==> config.mk <==
export PLATFORM = sky130hd
export DESIGN_NAME = vga_frame_monitor
export DESIGN_NICKNAME = d
export VERILOG_FILES = /design/src/rtl/vga_frame_monitor.sv
export SDC_FILE = /design/constraint.sdc
export NUM_CORES = 1
export LEC_CHECK = 0
export ABC_AREA = 1
export CORE_MARGIN = 2
export CORE_UTILIZATION = 58
export CTS_BUF_LIST = sky130_fd_sc_hd__clkbuf_8
export DETAILED_ROUTE_END_ITERATION = 8
export HOLD_SLACK_MARGIN = 0.12
export PLACE_DENSITY = 0.85
export SYNTH_ARGS = -nofsm -noshare
export SYNTH_HDL_FRONTEND = slang
export SYNTH_SLANG_ARGS = --single-unit
==> constraint.sdc <==
create_clock -name clk -period 2.27 [get_ports clk]
set_input_delay 0.227 -clock clk [delete_from_list [all_inputs] [get_ports clk]]
set_output_delay 0.227 -clock clk [all_outputs]
set_load 0.01 [all_outputs]
==> src/rtl/vga_frame_monitor.sv <==
// Passive VGA stream monitor: recovers raster position from hsync/vsync, captures
// active pixels and reports per-frame colour statistics plus timing errors.
module vga_frame_monitor #(
  parameter int         H_ACTIVE = 640,
  parameter int         H_FP     = 16,
  parameter int         H_TOTAL  = 800,
  parameter int         V_ACTIVE = 480,
  parameter int         V_FP     = 10,
  parameter int         V_TOTAL  = 525,
  parameter logic       SYNC_POL = 1'b0,
  parameter int         PIX_LAT  = 1,
  parameter logic [7:0] COLOR_A  = 8'b000_111_00,
  parameter logic [7:0] COLOR_B  = 8'hFF
) (
  input  logic        clk,
  input  logic        rst_n,
  input  logic        hsync,
  input  logic        vsync,
  input  logic [7:0]  vga_in,
  output logic        locked,
  output logic        pix_valid,
  output logic [9:0]  pix_x,
  output logic [9:0]  pix_y,
  output logic [7:0]  pix_data,
  output logic        frame_done,
  output logic [18:0] cnt_a,
  output logic [18:0] cnt_b,
  output logic [18:0] cnt_nz,
  output logic [7:0]  err_count
);

  localparam logic [9:0] H_ACT   = 10'(H_ACTIVE);
  localparam logic [9:0] H_EDGE  = 10'(H_ACTIVE + H_FP);
  localparam logic [9:0] H_LOAD  = 10'(H_ACTIVE + H_FP + 1);
  localparam logic [9:0] H_LAST  = 10'(H_TOTAL - 1);
  localparam logic [9:0] V_ACT   = 10'(V_ACTIVE);
  localparam logic [9:0] V_EDGE  = 10'(V_ACTIVE + V_FP);
  localparam logic [9:0] V_EARLY = 10'(V_ACTIVE + V_FP - 1);
  localparam logic [9:0] V_LAST  = 10'(V_TOTAL - 1);

  typedef enum logic [1:0] {UNLOCKED, H_SYNCED, LOCKED} state_t;

  state_t      state_q, state_d;
  logic        hsync_q, vsync_q;
  logic        h_edge, v_edge;
  logic [9:0]  hcnt, vcnt;
  logic        err, first_v, upd;
  logic [18:0] acc_a, acc_b, acc_nz;

  // Registers reset to the asserted level so a sync held active over reset is not an edge.
  always_ff @(posedge clk or negedge rst_n) begin
    if (!rst_n) begin
      hsync_q <= SYNC_POL;
      vsync_q <= SYNC_POL;
    end else begin
      hsync_q <= hsync;
      vsync_q <= vsync;
    end
  end

  assign h_edge = (hsync == SYNC_POL) && (hsync_q != SYNC_POL);
  assign v_edge = (vsync == SYNC_POL) && (vsync_q != SYNC_POL);

  always_ff @(posedge clk or negedge rst_n) begin
    if (!rst_n) begin
      hcnt <= '0;
      vcnt <= '0;
    end else begin
      if (h_edge)              hcnt <= H_LOAD;
      else if (hcnt == H_LAST) hcnt <= '0;
      else                     hcnt <= hcnt + 10'd1;

      if (v_edge)                                vcnt <= V_EDGE;
      else if (!h_edge && hcnt == H_LAST)        vcnt <= (vcnt == V_LAST) ? '0 : vcnt + 10'd1;
    end
  end

  always_ff @(posedge clk or negedge rst_n) begin
    if (!rst_n) state_q <= UNLOCKED;
    else        state_q <= state_d;
  end

  always_comb begin
    state_d = state_q;
    err     = 1'b0;
    first_v = 1'b0;
    upd     = 1'b0;
    case (state_q)
      UNLOCKED: if (h_edge) state_d = H_SYNCED;
      H_SYNCED: begin
        if (v_edge) begin
          state_d = LOCKED;
          first_v = 1'b1;
        end
      end
      LOCKED: begin
        err = (h_edge && hcnt != H_EDGE) ||
              (v_edge && vcnt != V_EDGE && vcnt != V_EARLY);
        if (err) state_d = UNLOCKED;
        upd = v_edge && !err;
      end
      default: state_d = UNLOCKED;
    endcase
  end

  assign locked = (state_q == LOCKED);

  logic       cur_act;
  logic       d_act, d_lock;
  logic [9:0] d_x, d_y;

  assign cur_act = (hcnt < H_ACT) && (vcnt < V_ACT);

  // Position and lock status are delayed together so they line up with vga_in.
  generate
    if (PIX_LAT == 0) begin : g_nodly
      assign d_act  = cur_act;
      assign d_lock = locked;
      assign d_x    = hcnt;
      assign d_y    = vcnt;
    end else begin : g_dly
      logic [PIX_LAT-1:0] act_sr, lock_sr;
      logic [9:0]         x_sr [PIX_LAT];
      logic [9:0]         y_sr [PIX_LAT];

      always_ff @(posedge clk or negedge rst_n) begin
        if (!rst_n) begin
          act_sr  <= '0;
          lock_sr <= '0;
          for (int i = 0; i < PIX_LAT; i++) begin
            x_sr[i] <= '0;
            y_sr[i] <= '0;
          end
        end else begin
          act_sr[0]  <= cur_act;
          lock_sr[0] <= locked;
          x_sr[0]    <= hcnt;
          y_sr[0]    <= vcnt;
          for (int i = 1; i < PIX_LAT; i++) begin
            act_sr[i]  <= act_sr[i-1];
            lock_sr[i] <= lock_sr[i-1];
            x_sr[i]    <= x_sr[i-1];
            y_sr[i]    <= y_sr[i-1];
          end
        end
      end

      assign d_act  = act_sr[PIX_LAT-1];
      assign d_lock = lock_sr[PIX_LAT-1];
      assign d_x    = x_sr[PIX_LAT-1];
      assign d_y    = y_sr[PIX_LAT-1];
    end
  endgenerate

  logic cap, inc_a, inc_b, inc_nz;

  assign cap    = d_act && d_lock;
  assign inc_a  = cap && (vga_in == COLOR_A);
  assign inc_b  = cap && (vga_in == COLOR_B);
  assign inc_nz = cap && (vga_in != 8'h00);

  always_ff @(posedge clk or negedge rst_n) begin
    if (!rst_n) begin
      pix_valid <= 1'b0;
      pix_x     <= '0;
      pix_y     <= '0;
      pix_data  <= '0;
    end else begin
      pix_valid <= cap;
      if (cap) begin
        pix_x    <= d_x;
        pix_y    <= d_y;
        pix_data <= vga_in;
      end
    end
  end

  always_ff @(posedge clk or negedge rst_n) begin
    if (!rst_n) begin
      acc_a      <= '0;
      acc_b      <= '0;
      acc_nz     <= '0;
      cnt_a      <= '0;
      cnt_b      <= '0;
      cnt_nz     <= '0;
      frame_done <= 1'b0;
      err_count  <= '0;
    end else begin
      frame_done <= upd;
      if (err && err_count != 8'hFF) err_count <= err_count + 8'd1;
      if (err || first_v) begin
        acc_a  <= '0;
        acc_b  <= '0;
        acc_nz <= '0;
      end else if (upd) begin
        cnt_a  <= acc_a + 19'(inc_a);
        cnt_b  <= acc_b + 19'(inc_b);
        cnt_nz <= acc_nz + 19'(inc_nz);
        acc_a  <= '0;
        acc_b  <= '0;
        acc_nz <= '0;
      end else begin
        acc_a  <= acc_a + 19'(inc_a);
        acc_b  <= acc_b + 19'(inc_b);
        acc_nz <= acc_nz + 19'(inc_nz);
      end
    end
  end

endmodule
==> summary.txt <==
Final Core Density = 72.6%
Setup slack, reg-to-reg = 80 ps
Layout Nets = 1229
Final WS setup = 84.9 ps
Worst Path Required = 2630 ps
Met2 WL = 9.40 mm
Final Cell Area = 11000 µm²
Crit path max-delay cell type = dfrtp_1
Critical Path Start = d_lock
RePlAce Congestion = 0.907
Static Leak = 5.22 nW
Startpoint types = flop
Die area = 16300 µm²
Power consumption = 0.00688 W
Final setup vio count = 0
Average size of a mapped cell = 8.38 µm²
CTS max path bufs = 2
Yosys reg bits = 198
Post-synthesis mux area share = 0%
FF-to-FF Start = d_lock
Tot GR Track Use = 24.7%
Hpwl dp = 13.3 mm
CTS tree = built
WHS Endpoint = hsync_q
Htree depth = 4
Antenna violations before repair = 0
Post-synth cell types = 33
Syn Nets = 1086
Highest Signal Layer = met4
Final min period = 2190 ps
Mapped Cells = 1060
Power Dens Cells = 628 nW/µm²
Initial DRC Count = 460
Synth async-reset ratio = 100%
Maximum fanout along the worst path = 4
Final Hold Slack = 226 ps
Post-place setup slack = -410 ps
Max_slew headroom = 62.4%
Post-Synth XOR/XNOR Area = 3.95%
Routed len/inst = 13.6 µm
CP Depth = 13
Hold Path Depth = 1
Pin count of the biggest net entering global routing = 90
Synth Flop Type = dfrtp_1
Vias in the first global route = 7061
CP Class = reg -> reg
Worst vdd ir = 0.589 mV
Met1 WL = 8.34 mm
IO Pins = 108
CP top delay family = simple AND/OR/NAND/NOR gates
Setup crit end kind = flop
R2R depth = 13
Worst path max stage delay = 370 ps
Core Box Area = 15100 µm²
CTS root buf = clkbuf_8
# Max-Cap Violations = 0
Vias = 7213
Synth Area in Simple Gates = 27.7%
Synthesized area = 8880 µm²
Antenna-violating nets left = 0
Run status = completed
Hold Violations, Final = 0
Worst Hold Class = in -> reg
Clock latency on the worst-skew pair = 460 ps
Most used cell, CP = nand2_1
R2r endpoint = cnt_a[16]
Pins Over Slew Limit = 0
Met3 routed WL = 948 µm
Crit-path cells = nand2_2 -> inv_2 -> nand2_1 -> nor3_2 -> buf_4 -> ha_1 -> ha_2 -> nand3_4 -> nand3b_1 -> o21ai_1 -> nand2_1 -> nand2_1 -> nand2_1
Die W = 128 µm
Number of remaining DRC errors = 0
Synthesis Warnings = 0
Wirelength, routed = 19.1 mm
Worst-Margin Slew = 565 ps
Final Skew = 15.1 ps
Dpl cell area = 10400 µm²
DR pass1 iterations = 6
Main combinational cell family by area after synthesis = simple AND/OR/NAND/NOR gates
Most common cell after layout, fill and taps aside = nand2_1
Area growth syn-to-layout = 23.3%
Fmax = 0.458 GHz
TritonCTS Sinks = 198
Final Cycle Share = 96.3%
Rows = 45
Clk slew on worst S/H paths = 90 ps
Global-route wire length before repair = 32.2 mm
CP arrival = 2550 ps
Vias/cell = 5.14
N_diodes = 0
Compound-gate portion of the synthesized area = 4.03%
PortBufs = 107
GRT overflow = 0
Post-synth EDFFs = 0
Number of buffers and inverters on the critical path = 2
Hold Crit Start = hsync
Starting Density = 58.8%
Overall die height = 128 µm
Part of the Yosys area used for sequential elements = 55.8%
Share of layout cells above drive strength 1 = 8.47%
Post-Synth Adder-Cell Area = 1.97%
Num CTS Buffers = 17
Most frequent cells in the layout = nand2_1, dfrtp_1, nor2_1, inv_1, clkdlybuf4s50_1
## state kept, by name (all words and copies together) (netlist names)
| signal | flops |
|---|---|
| acc_a | 19 |
| frame_done | 1 |
| hcnt | 10 |
| pix_data | 8 |
| cnt_b | 19 |
| vsync_q | 1 |
| d_y | 10 |
| cnt_nz | 19 |
| acc_b | 19 |
| state_q | 2 |
| acc_nz | 19 |
| pix_valid | 1 |
| pix_x | 10 |
| cnt_a | 19 |
| hsync_q | 1 |
| pix_y | 10 |
| vcnt | 10 |
| d_lock | 1 |
| d_act | 1 |
| err_count | 8 |
| d_x | 10 |
## per-stage QoR
stage	cells	setup TNS [ps]
final	1404	0
after global routing	1404	-103
after CTS	1401	0
after detailed placement	1368	-19510
after global placement	1368	-14030
after floorplan	1060	0
## synthesized netlist by cell type (all sizes together), types with 7 or more instances
cell    count  area, µm²
nand2     374       1400
dfrtp     198       4950
nor2      140        543
inv       111        417
o21ai      57        285
nand3      40        210
xor2       30        263
nand4      21        146
buf        17        123
ha         14        175
nor3       13       70.1
xnor2      10       87.6
clkbuf      9       35.0
nand3b      8       60.1
a21oi       7       35.0
## kinds of logic after synthesis
group / Yosys count
buf+inv: 139
xor+xnor: 40
simple gates: 600
compound gates: 69
fa+ha+maj: 14
flops: 198
## power breakdown
group          internal (W)  switching, W  leakage [nW]
sequential          0.00367      0.000145          2.63
combinational      0.000262      0.000448          2.36
clock               0.00113       0.00122         0.220
## cell type report
| type | count | area [µm²] |
|---|---|---|
| clock buffer | 18 | 248 |
| clock inverter | 14 | 173 |
| fill | 1122 | 4140 |
| inverter | 113 | 424 |
| multi-input combinational | 723 | 3440 |
| sequential | 198 | 4950 |
| tap | 188 | 235 |
| timing repair buffer | 150 | 1480 |
## routing by layer
metal / vias to the layer above / global-route usage (%)
li1: 3575 / -
met3: 29 / 5.47
met5: - / 0
met2: 173 / 42.2
met4: 0 / 7.11
met1: 3436 / 31.9
## timing repair
action / CTS / global route
hold endpoints to repair: 62 / 0
pin swaps: 0 / 8
setup buffers: 0 / 3
gates resized for setup: 2 / 25
endpoints found under the setup margin: 5 / 55
hold buffers: 1 / 0
## worst max-delay path by stage
stage / slack (ps) / end
after global placement: -350 / cnt_nz[10]
after global routing: -30 / acc_a[13]
final: 80 / cnt_a[16]
after detailed placement: -410 / cnt_nz[10]
after floorplan: 230 / cnt_nz[12]
after CTS: 8 / cnt_a[12]
Power figures use the tool's default switching activity.
